`config.mk`:
```
export PLATFORM = sky130hd
export DESIGN_NAME = quad_gen
export DESIGN_NICKNAME = d
export VERILOG_FILES = /design/src/rtl/quad_pkg.sv /design/src/rtl/quad_phase_step.sv /design/src/rtl/quad_gen.sv
export SDC_FILE = /design/constraint.sdc
export NUM_CORES = 1
export LEC_CHECK = 0
export ABC_AREA = 1
export CAP_MARGIN = 40
export CELL_PAD_IN_SITES_DETAIL_PLACEMENT = 1
export CELL_PAD_IN_SITES_GLOBAL_PLACEMENT = 1
export CORE_MARGIN = 3
export CORE_UTILIZATION = 38
export DETAILED_ROUTE_END_ITERATION = 16
export PLACE_DENSITY = 0.83
export RECOVER_POWER = 100
export SYNTH_ARGS = -nofsm -noshare
export SYNTH_HDL_FRONTEND = slang
export SYNTH_HIERARCHICAL = 1
export SYNTH_SLANG_ARGS = --single-unit
```
`constraint.sdc`:
```
create_clock -name clock -period 2.06 [get_ports clock]
set_input_delay 0.206 -clock clock [delete_from_list [all_inputs] [get_ports clock]]
set_output_delay 0.206 -clock clock [all_outputs]
set_load 0.05 [all_outputs]
```
`src/rtl/quad_pkg.sv`:
```
// Shared types for the quadrature pulse generator.
//   state_e : controller states (idle / running a command)
//   dir_e   : step direction as carried on cmd_dir (1 = forward, 0 = back)
//   phase_t : encoder phase packed as {A, B}
package quad_pkg;

  typedef enum logic {
    StIdle = 1'b0,
    StRun  = 1'b1
  } state_e;

  typedef enum logic {
    DirBack    = 1'b0,
    DirForward = 1'b1
  } dir_e;

  typedef logic [1:0] phase_t;

  localparam phase_t PhaseRest = 2'b00;

endpackage

```
`src/rtl/quad_phase_step.sv`:
```
// Combinational one-step advance of a quadrature phase.
//   phase_i : current phase {A, B}
//   dir_i   : direction of the step
//   phase_o : phase after one step; exactly one of A, B differs from phase_i
module quad_phase_step
  import quad_pkg::*;
(
  input  phase_t phase_i,
  input  dir_e   dir_i,
  output phase_t phase_o
);

  // Forward walks 00->10->11->01, i.e. {A,B} <= {~B, A}.
  // Back walks 00->01->11->10, i.e. {A,B} <= {B, ~A}.
  always_comb begin
    phase_o = phase_i;
    unique case (dir_i)
      DirForward: phase_o = {~phase_i[0], phase_i[1]};
      DirBack:    phase_o = {phase_i[0], ~phase_i[1]};
      default:    phase_o = phase_i;
    endcase
  end

endmodule

```
`src/rtl/quad_gen.sv`:
```
// Quadrature encoder pulse generator.
// Accepts a command (direction, step count, clocks-per-step) over a valid/ready
// handshake and emits that many quadrature steps on encoder_a/encoder_b, keeping
// a wrapping position count. abort stops a running command without done.
//   clock, a_reset        : rising-edge clock, async active-low reset
//   cmd_valid/cmd_ready   : command handshake (ready only when idle and no abort)
//   cmd_dir/cmd_steps     : direction (1 = forward) and step count
//   period                : clocks per step, 0 treated as 1, sampled at accept
//   abort                 : synchronous stop request
//   encoder_a/encoder_b   : registered quadrature phases
//   position              : steps emitted, +1 forward / -1 back, mod 2^STEP_W
//   busy, done            : running flag, one-cycle completion pulse
module quad_gen
  import quad_pkg::*;
#(
  parameter int unsigned STEP_W   = 10,
  parameter int unsigned PERIOD_W = 16
) (
  input  logic                clock,
  input  logic                a_reset,
  input  logic                cmd_valid,
  output logic                cmd_ready,
  input  logic                cmd_dir,
  input  logic [STEP_W-1:0]   cmd_steps,
  input  logic [PERIOD_W-1:0] period,
  input  logic                abort,
  output logic                encoder_a,
  output logic                encoder_b,
  output logic [STEP_W-1:0]   position,
  output logic                busy,
  output logic                done
);

  state_e              state_q, state_d;
  dir_e                dir_q, dir_d;
  logic [PERIOD_W-1:0] period_q, period_d;
  logic [PERIOD_W-1:0] timer_q, timer_d;
  logic [STEP_W-1:0]   remaining_q, remaining_d;
  phase_t              phase_q, phase_d;
  logic [STEP_W-1:0]   position_q, position_d;
  logic                done_q, done_d;

  logic                accept;
  logic                step_fire;
  logic                last_step;
  logic [PERIOD_W-1:0] period_eff;
  phase_t              phase_next;

  quad_phase_step u_phase_step (
    .phase_i (phase_q),
    .dir_i   (dir_q),
    .phase_o (phase_next)
  );

  always_comb begin
    accept     = cmd_valid && cmd_ready;
    period_eff = (period == '0) ? PERIOD_W'(1) : period;
    step_fire  = (state_q == StRun) && !abort && (timer_q == '0);
    last_step  = step_fire && (remaining_q == STEP_W'(1));
  end

  // State register.
  always_ff @(posedge clock or negedge a_reset) begin
    if (!a_reset) begin
      state_q <= StIdle;
    end else begin
      state_q <= state_d;
    end
  end

  // Next state.
  always_comb begin
    state_d = state_q;
    unique case (state_q)
      StIdle: if (accept && (cmd_steps != '0)) state_d = StRun;
      StRun:  if (abort || last_step) state_d = StIdle;
      default: state_d = StIdle;
    endcase
  end

  // Outputs.
  always_comb begin
    cmd_ready = (state_q == StIdle) && !abort;
    busy      = (state_q == StRun);
    encoder_a = phase_q[1];
    encoder_b = phase_q[0];
    position  = position_q;
    done      = done_q;
  end

  // Datapath next values.
  always_comb begin
    dir_d       = dir_q;
    period_d    = period_q;
    timer_d     = timer_q;
    remaining_d = remaining_q;
    phase_d     = phase_q;
    position_d  = position_q;
    done_d      = 1'b0;

    if (state_q == StIdle) begin
      if (accept) begin
        dir_d    = dir_e'(cmd_dir);
        period_d = period_eff;
        if (cmd_steps == '0) begin
          // Empty command: complete immediately, outputs untouched.
          done_d = 1'b1;
        end else begin
          remaining_d = cmd_steps;
          timer_d     = period_eff - PERIOD_W'(1);
        end
      end
    end else if (abort) begin
      // Phase and position are held; the rest of the command is dropped.
      remaining_d = '0;
      timer_d     = '0;
    end else if (step_fire) begin
      phase_d     = phase_next;
      position_d  = (dir_q == DirForward) ? position_q + STEP_W'(1)
                                          : position_q - STEP_W'(1);
      remaining_d = remaining_q - STEP_W'(1);
      timer_d     = last_step ? '0 : period_q - PERIOD_W'(1);
      done_d      = last_step;
    end else begin
      timer_d = timer_q - PERIOD_W'(1);
    end
  end

  always_ff @(posedge clock or negedge a_reset) begin
    if (!a_reset) begin
      dir_q       <= DirForward;
      period_q    <= PERIOD_W'(1);
      timer_q     <= '0;
      remaining_q <= '0;
      phase_q     <= PhaseRest;
      position_q  <= '0;
      done_q      <= 1'b0;
    end else begin
      dir_q       <= dir_d;
      period_q    <= period_d;
      timer_q     <= timer_d;
      remaining_q <= remaining_d;
      phase_q     <= phase_d;
      position_q  <= position_d;
      done_q      <= done_d;
    end
  end

endmodule
```
==> results.toml, run 1 <==
[global_route]
grt_pass1_vias = 5161
grt_usage_pct = 24.6
grt_max_degree = 58
grt_overflow_total = 0
antenna_found_initial = 0
grt_first_pass_wirelength_mm = 25.6

[cells_and_area]
diodes = 0
final_common_cell = "nand2_1"
fin_cells = 913
final_cell_mix = "nand2_1 (177), nor2_1 (74), inv_1 (72), nand3_1 (65), dfrtp_1 (54)"
drive_gt1_share_pct = 19.4
final_nets = 811
syn2layout_area_growth_pct = 32.5
fin_util_pct = 52.1
final_cell_area_um2 = 6000

[sta]
fin_skew_ns = 0.00878
finalSetupTns_ns = 0
hold_viol = 0
tightestPinTransition_ns = 0.883
period_minus_slack_ns = 2.02
slew_headroom_pct = 41.1
setup_ws_ns = 0.0389
rsz0062_at_grt = "yes"
hold_slack_ns = 0.317
fmax_ghz = 0.495
post-route-period-util_pct = 98.1
setup_viol_count_final = 0
finalMaxSlewViolations = 0

[die]
start_util_pct = 39.3
die_width_um = 115
ios = 46
core_um2 = 11500
die_h_um = 115
rows = 39
dieArea_um2 = 13300

[cts]
insertion_delay_ns = 0.34
path_clk_slew_ns = 0.05
cts_tree = "built"
cts_root_buf = "clkbuf_16"
cts_buffers = 9
htreeDepth = 3
cts_max_path_buffers = 2
cts.sinks = 57

[synthesis]
ys_ff_latch = 57
syn_area_um2 = 4530
syn_area_per_cell_um2 = 6.83
syn-instance-count = 663
ys_warn_count = 6
syn_nets = 709
seq_area_frac_synth_pct = 31.6
synth.distinct_cells = 47

[placed_design]
place_area_um2 = 5470
pre_cts_slack_ns = -0.255
gp_congestion = 0.927
placed_cells = 888
dp_hpwl_mm = 12.0
numPortBuffers = 45

[routing]
drc_errors = 0
drt-total-wl_mm = 16.2
post_drt_wl_per_cell_um = 17.7
routed-via-count = 4922
ant_nets = 0
drt_pass1_iterations = 7
drt-initial-drc-count = 267
via_per_inst = 5.39

[setup_path]
r2r_slack_ns = 0.05
worstPathArrival_ns = 2.24
r2r-start = "dir_q"
start_kind = "input port"
crit_start = "period[13]"
critPathMaxFanout = 5
required_ns = 2.28
regToRegEndpoint = "position[9]"
slowest_delay_ns = 0.44
crit_top_cell = "nand2_1"
end_kind = "flop"
worst-setup-path-type = "input port to flop"
reg2reg_depth = 11
crit_path_cell_trace = "clkdlybuf4s50_1 -> nor2_2 -> nand2_1 -> nor2_2 -> nand2_1 -> nand2_1 -> inv_1 -> ha_1 -> nand2_2 -> nor2_1 -> nand2_1 -> a21oi_2 -> o21ai_1 -> nand2_1 -> nand2_2 -> nand2_1"
slowest_stage = "clkdlybuf4s50_1"

[power_and_ir_drop]
switching_share_pct = 38.9
combPwrFrac_pct = 35.1
clock_power_share_pct = 32.2
powerDensity_nw_per_um2 = 821
peakVddDrop_v = 0.000476
p_seq_share_pct = 32.8
power.leakage_nw = 2.87
switchingPower_mw = 1.92
power_mw = 4.93
p_int_mw = 3.01

[job]
maxCapViolCount = 0

[outcome]
outcome = "finished clean"

[worst_hold_path]
worst_hold_path_type = "input port to flop"
worstHoldStart = "period[15]"
holdPathEnd = "period_q[15]"
whs_path_depth = 4
## what timing repair did
| item | CTS | global route |
|---|---|---|
| buffers inserted | 0 | 8 |
| gates resized for setup | 6 | 40 |
| endpoints found under the setup margin | 3 | 12 |
| endpoints found under the hold margin | 55 | 0 |
| pin swaps | 0 | 15 |
| hold buffers | 1 | 0 |
## flip-flops by register name (all words and copies together) (netlist names)
signal,cells
period_q,16
timer_q,16
position,10
remaining_q,10
phase_q,2
busy,1
dir_q,1
done,1
## power groups by stage
stage,Sequential (mW),Clock (mW),Combinational [mW]
floorplan,1.54,0,1.08
global placement,1.59,0,1.54
detailed placement,1.61,0,1.61
CTS,1.60,1.61,1.63
global route,1.64,1.65,1.93
finish,1.61,1.59,1.73
## kinds of logic after synthesis
logic type      after synthesis  share of synthesized area (%)
compound gates               96                           13.1
xor+xnor                     23                           4.45
fa+ha+maj                    15                           4.31
buf+inv                      92                           8.29
flops                        57                           31.6
simple gates                380                           38.3
## worst max-delay path, delay by kind of cell
kind	cells	cell delay, ns
fa+ha+maj	1	0.21
simple gates	11	1.13
compound gates	2	0.21
buf+inv	2	0.49
## routing by layer
layer | routed length [µm] | global-route usage (%)
met1 | 7030 | 31.8
met2 | 8170 | 40.9
met3 | 610 | 3.68
met4 | 380 | 10.9
met5 | 0 | 0
## worst max path at each step
stage | slack, ns | endpoint
4_1_cts | 0.006 | position[9]
5_1_grt | -0.08 | position[9]
6_report | 0.04 | timer_q[10]
2_1_floorplan | 0.04 | remaining_q[3]
3_3_place_gp | -0.15 | timer_q[4]
3_5_place_dp | -0.26 | timer_q[6]
## layout make-up
| class | instances | area [µm²] |
|---|---|---|
| Clock buffer | 14 | 274 |
| Clock inverter | 2 | 35.0 |
| Fill cell | 1492 | 5520 |
| Inverter | 81 | 312 |
| Multi-Input combinational cell | 514 | 2870 |
| Sequential cell | 57 | 1430 |
| Tap cell | 143 | 179 |
| Timing Repair Buffer | 102 | 897 |
## cells in the mapped netlist (all sizes together)
cell type,instances,area (µm²)
o21ai,50,265
a31oi,2,12.5
or2,2,12.5
fa,1,20.0
buf,7,53.8
nand4,15,109
a211oi,1,7.51
nor4,1,6.26
xnor2,12,105
nand3,67,348
clkbuf,4,15.0
inv,79,299
clkinv,2,7.51
dfrtp,55,1380
dfstp,2,52.6
xor2,11,96.3
a22oi,2,25.0
o211ai,2,15.0
a21boi,1,7.51
nand3b,1,7.51
a32oi,2,17.5
nand2,188,743
a21o,1,7.51
nor2,98,462
o31ai,2,15.0
nor3,8,45.0
a21oi,28,166
o22ai,3,37.5
a41oi,1,8.76
o21a,1,7.51
ha,14,175
Note: power is estimated with default switching activity, not from simulation.
==> inputs of run 2 (changes only) <==
--- a/config.mk
+++ b/config.mk
@@ -14,6 +14,7 @@
 export DETAILED_ROUTE_END_ITERATION = 16
 export PLACE_DENSITY = 0.83
 export RECOVER_POWER = 100
+export SETUP_SLACK_MARGIN = 0.05
 export SYNTH_ARGS = -nofsm -noshare
 export SYNTH_HDL_FRONTEND = slang
 export SYNTH_HIERARCHICAL = 1
==> run 2 against run 1 <==
  * The run now ends with capacitance limit, slew limit, setup timing left
  * Clock power about the same
  * Sequential power about the same
  * Non-clock buffer count is 13 higher
  * Clock-buffer cell count shrank 1
  * Sequential share of layout area decreased by 0.71 points
  * Global-route usage up 0.86 points
  * Critical path type is now flop to flop
==> results.toml, run 2 (synthesis gave the netlist of run 1 again) <==
[outcome]
outcome = "finished, violations left"
failed_checks = "capacitance limit, slew limit, setup timing"

[global_route]
grt_overflow_total = 0
busiest_layer = "met2"
gr-usage-met3_pct = 4.32
use_met2_pct = 44.7
antenna_found_initial = 0
grt_first_pass_wirelength_mm = 26.4
grt_usage_pct = 25.5
grt_pass1_vias = 5187
grt_max_degree = 58
grtUsageMet1_pct = 31.0

[routing]
drt-total-wl_mm = 18.8
post_drt_wl_per_cell_um = 20.3
drc_errors = 0
via_per_inst = 5.67
ant_nets = 0
routed-via-count = 5249
drt_pass1_iterations = 5
drt-initial-drc-count = 369

[die]
die_width_um = 115
dieArea_um2 = 13300
rows = 39
ios = 46
die_h_um = 115
start_util_pct = 39.3
core_um2 = 11500

[cells_and_area]
regArea_um2 = 1430
diodes = 0
final_cell_mix = "nand2_1 (174), nor2_1 (74), inv_1 (70), buf_4 (65), nand3_1 (64)"
fillers = 1457
reg_top3 = "period_q: 16 flops, timer_q: 16 flops"
multi_input_area_um2 = 2980
fin_cells = 926
final_common_cell = "nand2_1"
final_nets = 825
drive_gt1_share_pct = 21.8
syn2layout_area_growth_pct = 36.5

[setup_path]
worstPathArrival_ns = 2.43
slowest_delay_ns = 0.58
crit_top_cell = "nand2_1"
r2r_slack_ns = -0.12
worst-setup-path-type = "flop to flop"
crit_path_cell_trace = "clkinvlp_4 -> buf_4 -> ha_4 -> buf_4 -> nand2_2 -> nor2_4 -> nand3_2 -> nand4_1 -> nand2_1 -> nand2_1 -> nand2_1"
critPathMaxFanout = 5
end_kind = "flop"
slowest_stage = "dfstp_2"
required_ns = 2.31
start_kind = "flop"

[power_and_ir_drop]
clock_power_share_pct = 30.7
powerDensity_nw_per_um2 = 827
peakVddDrop_v = 0.000393
switchingPower_mw = 2.07
power_mw = 5.11
p_int_mw = 3.04
power.leakage_nw = 2.87
switching_share_pct = 40.5
p_seq_share_pct = 31.6
combPwrFrac_pct = 37.7

[sta]
fin_skew_ns = 0.0160
tightestPinTransition_ns = 1.61
period_minus_slack_ns = 2.18
setup_viol_count_final = 4
post-route-period-util_pct = 106
setup_ws_ns = -0.125
rsz0062_at_grt = "yes"
finalSetupTns_ns = -0.282
fmax_ghz = 0.458
hold_viol = 0
hold_slack_ns = 0.404
finalMaxSlewViolations = 58
slew_headroom_pct = -7.53

[cts]
path_clk_slew_ns = 0.06
htreeDepth = 3
cts_tree = "built"
cts.sinks = 57
cts_buffers = 9
cts_max_path_buffers = 2
insertion_delay_ns = 0.35
cts_root_buf = "clkbuf_16"

[job]
maxCapViolCount = 1

[placed_design]
placed_cells = 888
numPortBuffers = 45
gp_congestion = 0.928
dp_hpwl_mm = 12.3

[worst_hold_path]
worst_hold_path_type = "input port to flop"
run 2: cell count changes in the layout (fill, tap and decap cells not counted), sizes merged, moves of 4 or more:
cell           delta
clkdlybuf4s50    +15
buf              +13
dlygate4sd3      -11
dlymetal6s2s      -4
run 2: power groups by stage:
stage / sequential, mW / combinational [mW] / clock (mW)
floorplan: 1.54 / 1.08 / 0
global placement: 1.59 / 1.51 / 0
detailed placement: 1.61 / 1.62 / 0
CTS: 1.60 / 1.65 / 1.57
global route: 1.64 / 2.09 / 1.64
finish: 1.61 / 1.93 / 1.57
run 2: worst max-delay path: cells and delay by family, from the launching register on:
family | cells | cell delay (ns)
adders and majority gates | 1 | 0.29
buffers and inverters | 3 | 0.47
DFF | 1 | 0.58
and+or+nand+nor | 7 | 0.73
run 2: layer usage:
metal	vias to the layer above	wire (µm)
li1	2400	-
met1	2608	7670
met2	179	9670
met3	62	787
met4	0	712
met5	-	0
run 2: worst paths after layout:
check / endpoint / cells past startpoint / start
worst max-delay path: position[9] / 11 / dir_q
worst min-delay path: period_q[8] / 4 / period[8]
worst max register to register: position[9] / 11 / dir_q
worst min register to register: remaining_q[5] / 2 / remaining_q[5]
max in group asynchronous: remaining_q[5] / 3 / a_reset
min in group asynchronous: position[8] / 3 / a_reset
run 2: repair_timing:
item,in CTS,in global routing
gates cloned,0,1
pin swaps,0,16
hold buffers,1,0
gates resized for setup,4,58
setup buffers,0,21
hold endpoints to repair,55,0
endpoints found under the setup margin,13,22
run 2: through the flow:
stage | utilization (%) | worst slack [ns] | instance area (µm²)
2_1_floorplan | - | 0.0609 | 4530
3_3_place_gp | 47.5 | -0.132 | 5470
5_1_grt | 53.7 | -0.199 | 6180
6_report | 53.7 | -0.125 | 6180
3_5_place_dp | 47.5 | -0.302 | 5470
4_1_cts | 50.2 | 0.0149 | 5780
run 2: area by class of cell:
type,count,area share [%]
Clock buffer,13,4.21
Tap cell,143,2.90
Sequential cell,57,23.1
Timing Repair Buffer,115,15.6
Multi-Input combinational cell,514,48.3
Clock inverter,2,0.608
Inverter,81,5.10
Timing Repair inverter,1,0.122
==> inputs of run 3 (changes only) <==
--- a/config.mk
+++ b/config.mk
@@ -10,9 +10,9 @@
 export CELL_PAD_IN_SITES_DETAIL_PLACEMENT = 1
 export CELL_PAD_IN_SITES_GLOBAL_PLACEMENT = 1
 export CORE_MARGIN = 3
-export CORE_UTILIZATION = 38
+export CORE_UTILIZATION = 42
 export DETAILED_ROUTE_END_ITERATION = 16
-export PLACE_DENSITY = 0.83
+export PLACE_DENSITY = 0.87
 export RECOVER_POWER = 100
 export SETUP_SLACK_MARGIN = 0.05
 export SYNTH_ARGS = -nofsm -noshare
==> constraint.sdc (replaced) <==
create_clock -name clock -period 2.2 [get_ports clock]
set_input_delay 0.22 -clock clock [delete_from_list [all_inputs] [get_ports clock]]
set_output_delay 0.22 -clock clock [all_outputs]
set_load 0.05 [all_outputs]
==> run 3 against run 2 <==
  * Utilization increased by 0.64 points
  * Maximum frequency grew 2.5%
  * Clock-buffer cell count did not move
  * Cell count shrank 3.6%
  * The flow finishes with violations (capacitance limit, slew limit)
  * Critical path depth shrank 1
  * Clock power is 42% lower
  * Critical path type unchanged
  * Wire length is 16% lower
==> results.toml, run 3 (synthesis gave the netlist of run 1 again) <==
[cts]
cts_buffers = 9
cts_max_path_buffers = 2
htreeDepth = 3
insertion_delay_ns = 0.35
cts.sinks = 57
cts_tree = "built"
path_clk_slew_ns = 0.07
cts_root_buf = "clkbuf_8"

[cells_and_area]
final_common_cell = "nand2_1"
drive_gt1_share_pct = 16.1
multi_input_area_um2 = 2820
final_cell_mix = "nand2_1 (180), nor2_1 (79), inv_1 (72), nand3_1 (66), dfrtp_1 (55)"
syn2layout_area_growth_pct = 24.9
diodes = 0
regArea_um2 = 1430
final_nets = 798
reg_top3 = "period_q: 16 flops, timer_q: 16 flops"
fillers = 1379
final_cell_area_um2 = 5660

[power_and_ir_drop]
powerDensity_nw_per_um2 = 702
power.leakage_nw = 2.68
peakVddDrop_v = 0.000335
power_mw = 3.97

[sta]
rsz0062_at_grt = "yes"
fin_skew_ns = 0.00674
post-route-period-util_pct = 96.9
slew_headroom_pct = -3.05
period_minus_slack_ns = 2.13
finalMaxSlewViolations = 58
setup_viol_count_final = 0
tightestPinTransition_ns = 1.55
hold_viol = 0
hold_slack_ns = 0.424
fmax_ghz = 0.469

[routing]
via_per_inst = 5.44
ant_nets = 0
post_drt_wl_per_cell_um = 17.8
drc_errors = 0
routed-via-count = 4855
drt-initial-drc-count = 240
drt-total-wl_mm = 15.9
drt_pass1_iterations = 4

[placed_design]
dp_hpwl_mm = 12.0
numPortBuffers = 45
gp_congestion = 0.926
place_area_um2 = 5380

[setup_path]
worstPathArrival_ns = 2.38
critPathMaxFanout = 5
end_kind = "flop"
start_kind = "flop"
required_ns = 2.44
worst-setup-path-type = "flop to flop"

[die]
die_h_um = 110
core_um2 = 10400
die_width_um = 110
ios = 46
start_util_pct = 43.5
dieArea_um2 = 12100
rows = 37

[outcome]
outcome = "finished, violations left"
failed_checks = "capacitance limit, slew limit"

[global_route]
grt_usage_pct = 27.1
antenna_found_initial = 0
grt_max_degree = 58
grt_pass1_vias = 5151
grt_overflow_total = 0
grt_first_pass_wirelength_mm = 25.3

[worst_hold_path]
worst_hold_path_type = "input port to flop"

[job]
maxCapViolCount = 1
[run 3: cell types whose count changed in the layout (fill, tap and decap cells not counted), sizes merged]
cell and change:
dlygate4sd2 -1, buf -27, dlymetal6s2s -2, clkinvlp -1, clkbuf +1, dlygate4sd3 +11
clkdlybuf4s50 -9, bufinv -1, clkinv +3
[run 3: worst max-delay path, cell delays in order, from the launching register on]
cell and delay, ns:
dfstp_2 0.57, clkinvlp_4 0.27, ha_4 0.37, buf_4 0.12, nand2_1 0.09, nor2_1 0.17
nand3_1 0.13, nand4_1 0.13, nand2_1 0.06, nand2_1 0.06, nand2_1 0.05
[run 3: repair_timing]
| action | in CTS | in global routing |
|---|---|---|
| gates resized for setup | 0 | 23 |
| buffers inserted | 0 | 2 |
| setup endpoints to repair | 0 | 17 |
| hold buffers | 1 | 0 |
| endpoints found under the hold margin | 55 | 0 |
[run 3: through the flow]
step / instances / setup TNS [ns] / util (%) / setup WS, ns
CTS: 890 / 0 / 53.5 / 0.0581
global placement: 873 / -0.237 / 51.7 / -0.139
floorplan: 663 / 0 / - / 0.180
finish: 893 / 0 / 54.3 / 0.0676
global route: 893 / -0.286 / 54.3 / -0.0824
detailed placement: 873 / -1.54 / 51.7 / -0.320
[run 3: final timing paths]
path,cells past startpoint,startpoint,slack (ns),to
worst min-delay path,3,cmd_dir,0.42,dir_q
max in group asynchronous,3,a_reset,0.41,period_q[10]
min in group asynchronous,3,a_reset,0.85,position[6]
worst max register to register,10,dir_q,0.07,position[9]
worst max-delay path,10,dir_q,0.07,position[9]
worst min register to register,2,position[5],0.51,position[5]
[run 3: cell type report]
class	instances	area share, %
Multi-Input combinational cell	514	49.8
Timing Repair inverter	1	0.133
Clock buffer	13	2.81
Tap cell	136	3.01
Clock inverter	3	0.265
Timing Repair Buffer	88	13.3
Inverter	81	5.49
Sequential cell	57	25.3
[run 3: per-layer routing]
metal  part of all wire (%)  up-vias  track usage, %
met5                      0        -               0
met4                    3.0        0            11.3
met3                    4.7       43            4.35
met2                     48      125            45.3
met1                     44     2352            34.6
li1                       -     2335               -
[run 3: power by group]
| part | internal [mW] | total [mW] | leakage [nW] | switching (mW) |
|---|---|---|---|---|
| logic | 0.561 | 1.57 | 1.87 | 1.01 |
| clock network | 0.465 | 0.906 | 0.0932 | 0.441 |
| registers | 1.25 | 1.49 | 0.716 | 0.247 |
| total | 2.27 | 3.97 | 2.68 | 1.70 |
